$ cat config.mk
export PLATFORM = sky130hd
export DESIGN_NAME = control_unit
export DESIGN_NICKNAME = d
export VERILOG_FILES = /design/src/rtl/control_unit.sv
export SDC_FILE = /design/constraint.sdc
export NUM_CORES = 1
export LEC_CHECK = 0
export BUFFER_PORTS_ARGS = -buffer_cell sky130_fd_sc_hd__buf_2
export CORE_AREA = 10 10 54 56
export DETAILED_ROUTE_END_ITERATION = 8
export DIE_AREA = 0 0 64 66
export HOLD_SLACK_MARGIN = 0.05
export PLACE_DENSITY_LB_ADDON = 0.05
export SETUP_SLACK_MARGIN = 0.3
export SLEW_MARGIN = 10
export SYNTH_ARGS = -nofsm -noshare
export SYNTH_HDL_FRONTEND = slang
export SYNTH_SLANG_ARGS = --single-unit
$ cat constraint.sdc
create_clock -name clock -period 2.29 [get_ports clock]
set_input_delay 0.3435 -clock clock [delete_from_list [all_inputs] [get_ports clock]]
set_output_delay 0.3435 -clock clock [all_outputs]
set_load 0.05 [all_outputs]
$ cat src/rtl/control_unit.sv
// Moore sequencer for the single-bus datapath: fetch (T0..T2) plus execute
// (T3..T6) for the register-only subset, with a T1 memory stall and a HALT trap.
module control_unit (
   input  logic        clock,
   input  logic        clear,
   input  logic        run,
   input  logic        mem_ready,
   input  logic [31:0] ir,
   output logic        PCout,
   output logic        MARin,
   output logic        IncPC,
   output logic        RZin,
   output logic        RZLOout,
   output logic        RZHIout,
   output logic        PCin,
   output logic        Read,
   output logic        MDRin,
   output logic        MDRout,
   output logic        IRin,
   output logic        gra,
   output logic        grb,
   output logic        grc,
   output logic        rin,
   output logic        rout,
   output logic        RYin,
   output logic        HIin,
   output logic        HIout,
   output logic        LOin,
   output logic        LOout,
   output logic [4:0]  ops,
   output logic [3:0]  state,
   output logic        illegal,
   output logic        retired,
   output logic        halted
);

   typedef enum logic [3:0] {
      IDLE = 4'd0, T0 = 4'd1, T1 = 4'd2, T2 = 4'd3, T3 = 4'd4,
      T4 = 4'd5, T5 = 4'd6, T6 = 4'd7, HALT = 4'd8
   } state_t;

   localparam logic [4:0] OP_DIV  = 5'b01111, OP_MUL  = 5'b10000;
   localparam logic [4:0] OP_NEG  = 5'b10001, OP_NOT  = 5'b10010;
   localparam logic [4:0] OP_MFLO = 5'b11000, OP_MFHI = 5'b11001;
   localparam logic [4:0] OP_NOP  = 5'b11010, OP_HALT = 5'b11011;

   state_t     cur, nxt, bnd;
   logic [4:0] opc;
   logic       is_alu2, is_muldiv, is_unary, is_mflo, is_mfhi, is_halt, is_bad;
   logic       last;
   logic       unused_ir;

   assign opc       = ir[31:27];
   assign unused_ir = ^ir[26:0];
   assign state     = cur;

   always_comb begin
      is_alu2   = (opc >= 5'b00011) && (opc <= 5'b01011);
      is_muldiv = (opc == OP_DIV) || (opc == OP_MUL);
      is_unary  = (opc == OP_NEG) || (opc == OP_NOT);
      is_mflo   = (opc == OP_MFLO);
      is_mfhi   = (opc == OP_MFHI);
      is_halt   = (opc == OP_HALT);
      is_bad    = !(is_alu2 || is_muldiv || is_unary || is_mflo || is_mfhi ||
                    is_halt || (opc == OP_NOP));
   end

   // Final execute state of the current instruction; anything unrecognised ends in T3.
   always_comb begin
      case (cur)
         T3:      last = !(is_alu2 || is_muldiv || is_unary);
         T4:      last = !(is_alu2 || is_muldiv);
         T5:      last = !is_muldiv;
         T6:      last = 1'b1;
         default: last = 1'b0;
      endcase
   end

   always_ff @(posedge clock) begin
      if (clear) cur <= IDLE;
      else       cur <= nxt;
   end

   always_comb begin
      bnd = run ? T0 : IDLE;
      nxt = IDLE;
      case (cur)
         IDLE:    nxt = run ? T0 : IDLE;
         T0:      nxt = T1;
         T1:      nxt = mem_ready ? T2 : T1;
         T2:      nxt = T3;
         T3:      nxt = last ? (is_halt ? HALT : bnd) : T4;
         T4:      nxt = last ? bnd : T5;
         T5:      nxt = last ? bnd : T6;
         T6:      nxt = bnd;
         HALT:    nxt = HALT;
         default: nxt = IDLE;
      endcase
   end

   always_comb begin
      {PCout, MARin, IncPC, RZin, RZLOout, RZHIout, PCin, Read, MDRin, MDRout, IRin} = '0;
      {gra, grb, grc, rin, rout, RYin, HIin, HIout, LOin, LOout} = '0;
      ops     = 5'd0;
      illegal = 1'b0;
      halted  = 1'b0;
      retired = last;
      case (cur)
         T0: {PCout, MARin, IncPC, RZin} = 4'b1111;
         T1: {RZLOout, PCin, Read, MDRin} = 4'b1111;
         T2: {MDRout, IRin} = 2'b11;
         T3: begin
            if (is_alu2)        {grb, rout, RYin} = 3'b111;
            else if (is_muldiv) {gra, rout, RYin} = 3'b111;
            else if (is_unary) begin
               {grb, rout, RZin} = 3'b111;
               ops = opc;
            end
            else if (is_mflo)   {gra, rin, LOout} = 3'b111;
            else if (is_mfhi)   {gra, rin, HIout} = 3'b111;
            else                illegal = is_bad;
         end
         T4: begin
            if (is_alu2) begin
               {grc, rout, RZin} = 3'b111;
               ops = opc;
            end
            else if (is_muldiv) begin
               {grb, rout, RZin} = 3'b111;
               ops = opc;
            end
            else if (is_unary)  {RZLOout, gra, rin} = 3'b111;
         end
         T5: begin
            if (is_alu2)        {RZLOout, gra, rin} = 3'b111;
            else if (is_muldiv) {RZLOout, LOin} = 2'b11;
         end
         T6: if (is_muldiv) {RZHIout, HIin} = 2'b11;
         HALT: halted = 1'b1;
         default: ;
      endcase
   end

endmodule

; Yosys cells after proc, flatten, opt, wreduce, memory -nomap -nowiden
; Cells that the tools add are included.
[word_totals]
regBits = 4
latch_bits = 0
ram_bits = 0
mem_bits_ro = 0
in_bits = 36
out_inout_bits = 33
elab_cells = 95
memories = 0
[classes]
addsub = 0
mul = 0
div = 0
n_lt_le_gt_ge = 2
eq_ne = 16
shift = 0
muxes = 61
bitwise = 0
reduce_logical = 15
[op_table]
columns = cell, count
row1 = 2-to-1 mux 1 bit, 43
row2 = "== test 5 bit, second input constant", 7
row3 = case mux 4 bit (8 select lines), 1
row4 = 2-to-1 mux 5 bit, 5
row5 = "== test 4 x 3 -> 1 bit, second input constant", 4
row6 = case mux 1 bit (3 select lines), 4
row7 = case mux 5 bit (2 select lines), 1
row8 = "== test 4 x 2 -> 1 bit, second input constant", 2
row9 = logical OR 1 bit, 8
row10 = 2-to-1 mux 4 bit, 2
row11 = 2-to-1 mux 3 bit, 2
row12 = "== test 5 x 4 -> 1 bit, second input constant", 1
row13 = "greater-or-equal comparator 5 x 2 -> 1 bit, second input constant", 1
row14 = "<= comparator 5 x 4 -> 1 bit, second input constant", 1
row15 = "== test 4 x 1 -> 1 bit, second input constant", 1
row16 = "== test 4 bit, second input constant", 1
row17 = zero test 1 bit, 4
row18 = zero test 4 bit, 1
row19 = case mux 1 bit (2 select lines), 2
row20 = case mux 1 bit (4 select lines), 1
row21 = OR reduction 2 bit, 1
row22 = logical AND 1 bit, 1

; Depth between registers and ports, before layout
[depth]
word_depth = 15
mapped_depth = 7
ltp_nobuf = 5

; Worst setup path before layout
; Ideal clock, no wire load.
[synth_path]
path_kind = flip-flop to output port
startpoint = reg cur[0] (netlist: state[0])
endpoint = out ops[0]
arrival_time_ps = 2862
t_required_ps = 1947
path_slack_ps = -915
path_stages_with_launch = 8
n_path_buf = 2
path_cell_list = dfxtp_1 buf_4 nand2b_1 or2_2 clkbuf_1 nor2_1 o21ai_0 o21ai_0
[synth_between]
elab_chain_len = 2
word_cells_on_any_way = 3
classes_between = 2 x eq/ne / 1 x mux
[synth_lines]
columns = item, line
row1 = from (decl), 47  ; state_t cur, nxt, bnd;
row2 = from (signal assigned), 81  ; else cur <= nxt;
row3 = == test 4 x 3 -> 1 bit, 108  ; case (cur)
row4 = case mux 5 bit (2 select lines) (*), 108
row5 = to (decl), 30  ; output logic [4:0] ops,
; Mark *: on every way between the ends. The rest lies on a longest branch, timed or not.

; Final worst setup path
[layout_path]
startpoint = reg cur[0] (netlist: state[0])
endpoint = out ops[1]
; The elaborated chain is that of the path after synthesis.

==> flow_metrics.tcl <==
set metrics [dict create \
    top_level_ports 69 \
    dr.pass1.iters 4 \
    rows 16 \
    drt_wl_total_mm 3.03 \
    clock-sinks 4 \
    netSwitchingFraction_pct 56.3 \
    ys_warn_count 0 \
    post-route-drc-count 0 \
    timing.final.setup_violations 0 \
    gp_congestion 0.781 \
    maxCapViolCount 0 \
    p_seq_share_pct 14.4 \
    synth-edff-count 0 \
    largest_reg_flops 4 \
    grt_pass1_vias 991 \
    antenna_found_initial 0 \
    worstPathArrival_ps 1650 \
    hpwl_mm 2.12 \
    start_util_pct 37.9 \
    worstPathRequired_ps 1950 \
    io_buffers 41 \
    grt_overflow 0 \
    numCtsBuffers 3 \
    clock_skew_ps 4.12 \
    antenna_cells 0 \
    fin_tns_setup_ps 0 \
    postCtsHoldBufs 0 \
    syn_to_final_growth_pct 99.1 \
    final_core_utilization_pct 75.5 \
    comb_power_share_pct 72.6 \
    period_share_pct 87.0 \
    synthFlopType "dfxtp_1" \
    grt_pass1_wl_mm 4.61 \
    startpoint_type "flop" \
    internal_power_mw 0.332 \
    die_h_um 66 \
    status "finished clean" \
    synthesis.nets 143 \
    max_freq_ghz 0.502 \
    ys_seq_area_share_pct 11.1 \
    relSlewSlack_pct 75.3 \
    die-area_um2 4220 \
    synth.distinct_cells 40 \
    synth_top_area_cell "dfxtp_1" \
    drtIter0Drc 21 \
    mostFrequentLayoutCells "buf_2, buf_4, nand2_1, buf_6" \
    async_reset_ff_share_pct 0 \
    die-width_um 64 \
    synth_top_cell_area_share_pct 11.1 \
    wl_per_cell_um 16.5 \
    cts_tree "done" \
    rsz0062_at_grt "true" \
    syn_inst 107 \
    htreeDepth 1 \
    pwr_density_cell_nw_per_um2 529 \
    hp-class "primary input to flop" \
    hold_ws_ps 352 \
    peakVddDrop_mv 0.358 \
    synth_seq_cells 4 \
    grt_max_degree 12 \
    vias_per_cell 5.53 \
    post_synth.cell_area_avg_um2 6.74 \
    synthTopCellsByArea "dfxtp_1, buf_4, o21ai_0" \
    p_leak_nw 0.610 \
    critical_path.max_fanout 6 \
    path_class "flop to output port" \
    core_um2 1900 \
    cts_buffer_depth 2 \
    cts_root_buf "clkbuf_4" \
    ant_nets 0 \
    netlist_area_um2 721 \
    clkPwrFrac_pct 13.0 \
    worst_pin_slew_ps 369 \
    layout-drive-gt1-share_pct 71.3 \
    report.final.slew_viol_count 0 \
    clk_pin_slew_ps 40 \
    gr-usage-all-layers_pct 12.9 \
    final_common_cell "buf_2" \
    clk_latency_ps 240 \
    crit_path_end_kind "output port" \
    period_needed_ps 1990 \
    switching_power_mw 0.428 \
    num_vias 1018 \
    nets 194 \
    final_hold_viol_count 0 \
]
[synth_stat cells (3+ instances only)]
cell type,count
nor3_1,8
nor2_1,12
buf_4,8
nand2_1,10
inv_1,4
o21ai_0,10
clkbuf_1,4
nand2b_1,4
dfxtp_1,4
nor3b_1,3
a21oi_1,4
[through the flow]
stage                     setup slack [ps]  total power [mW]  cell area, um2  cells
after CTS                              283             0.728            1340    180
after floorplan                        264             0.529            1040    107
after global routing                   219             0.798            1440    184
after global placement                 216             0.576            1180    166
after detailed placement               202             0.581            1180    166
final                                  298             0.760            1440    184
[timing repair]
| item | CTS | global route |
|---|---|---|
| pin swaps | 2 | 5 |
| endpoints found under the setup margin | 16 | 19 |
| endpoints found under the hold margin | 0 | 0 |
| resized for setup | 16 | 22 |
| setup buffers | 10 | 4 |
[worst paths after layout]
| kind | from | to | slack [ps] | cells after the start |
|---|---|---|---|---|
| setup reg to reg | state[1] | state[0] | 780 | 7 |
| setup / recovery | state[0] | ops[1] | 300 | 6 |
| hold / removal | clear | state[1] | 350 | 2 |
| hold reg to reg | state[0] | state[1] | 620 | 2 |
[worst max-delay path, stage by stage, from the launching register on]
cell	delay (ps)
dfxtp_4	370
nor4b_4	420
nand2_1	140
nor2_1	150
o21ai_2	90
o21ai_4	60
buf_6	170
[logic make-up (layout without fill, tap and decap cells)]
logic type / count (synthesis) / in the layout / share of synthesized area, %
AO/OA/AOI/OAI: 36 / 36 / 37.2
buffers and inverters: 18 / 68 / 13.9
XOR/XNOR: 1 / 1 / 1.22
AND/OR/NAND/NOR: 48 / 48 / 36.6
flip-flops: 4 / 4 / 11.1
[routing by layer]
metal  wire length, um  global-route usage (%)
met3               282                    4.41
met1              1260                    15.5
met2              1450                    20.9
met5                 0                       0
met4                33                    4.64
[power by group through the flow]
stage	Clock (mW)	Sequential [mW]	Combinational, mW
floorplan	0	0.130	0.399
global placement	0	0.129	0.447
detailed placement	0	0.129	0.452
CTS	0.103	0.112	0.513
global route	0.106	0.112	0.580
finish	0.0984	0.109	0.552
[area by class of cell]
class	count	area (um2)
sequential	4	92.6
clock buffer	4	26.3
multi-input combinational	85	830
fill	151	467
inverter	4	15.0
timing repair buffer	60	438
tap	27	33.8
(Power assumes the default switching activity.)
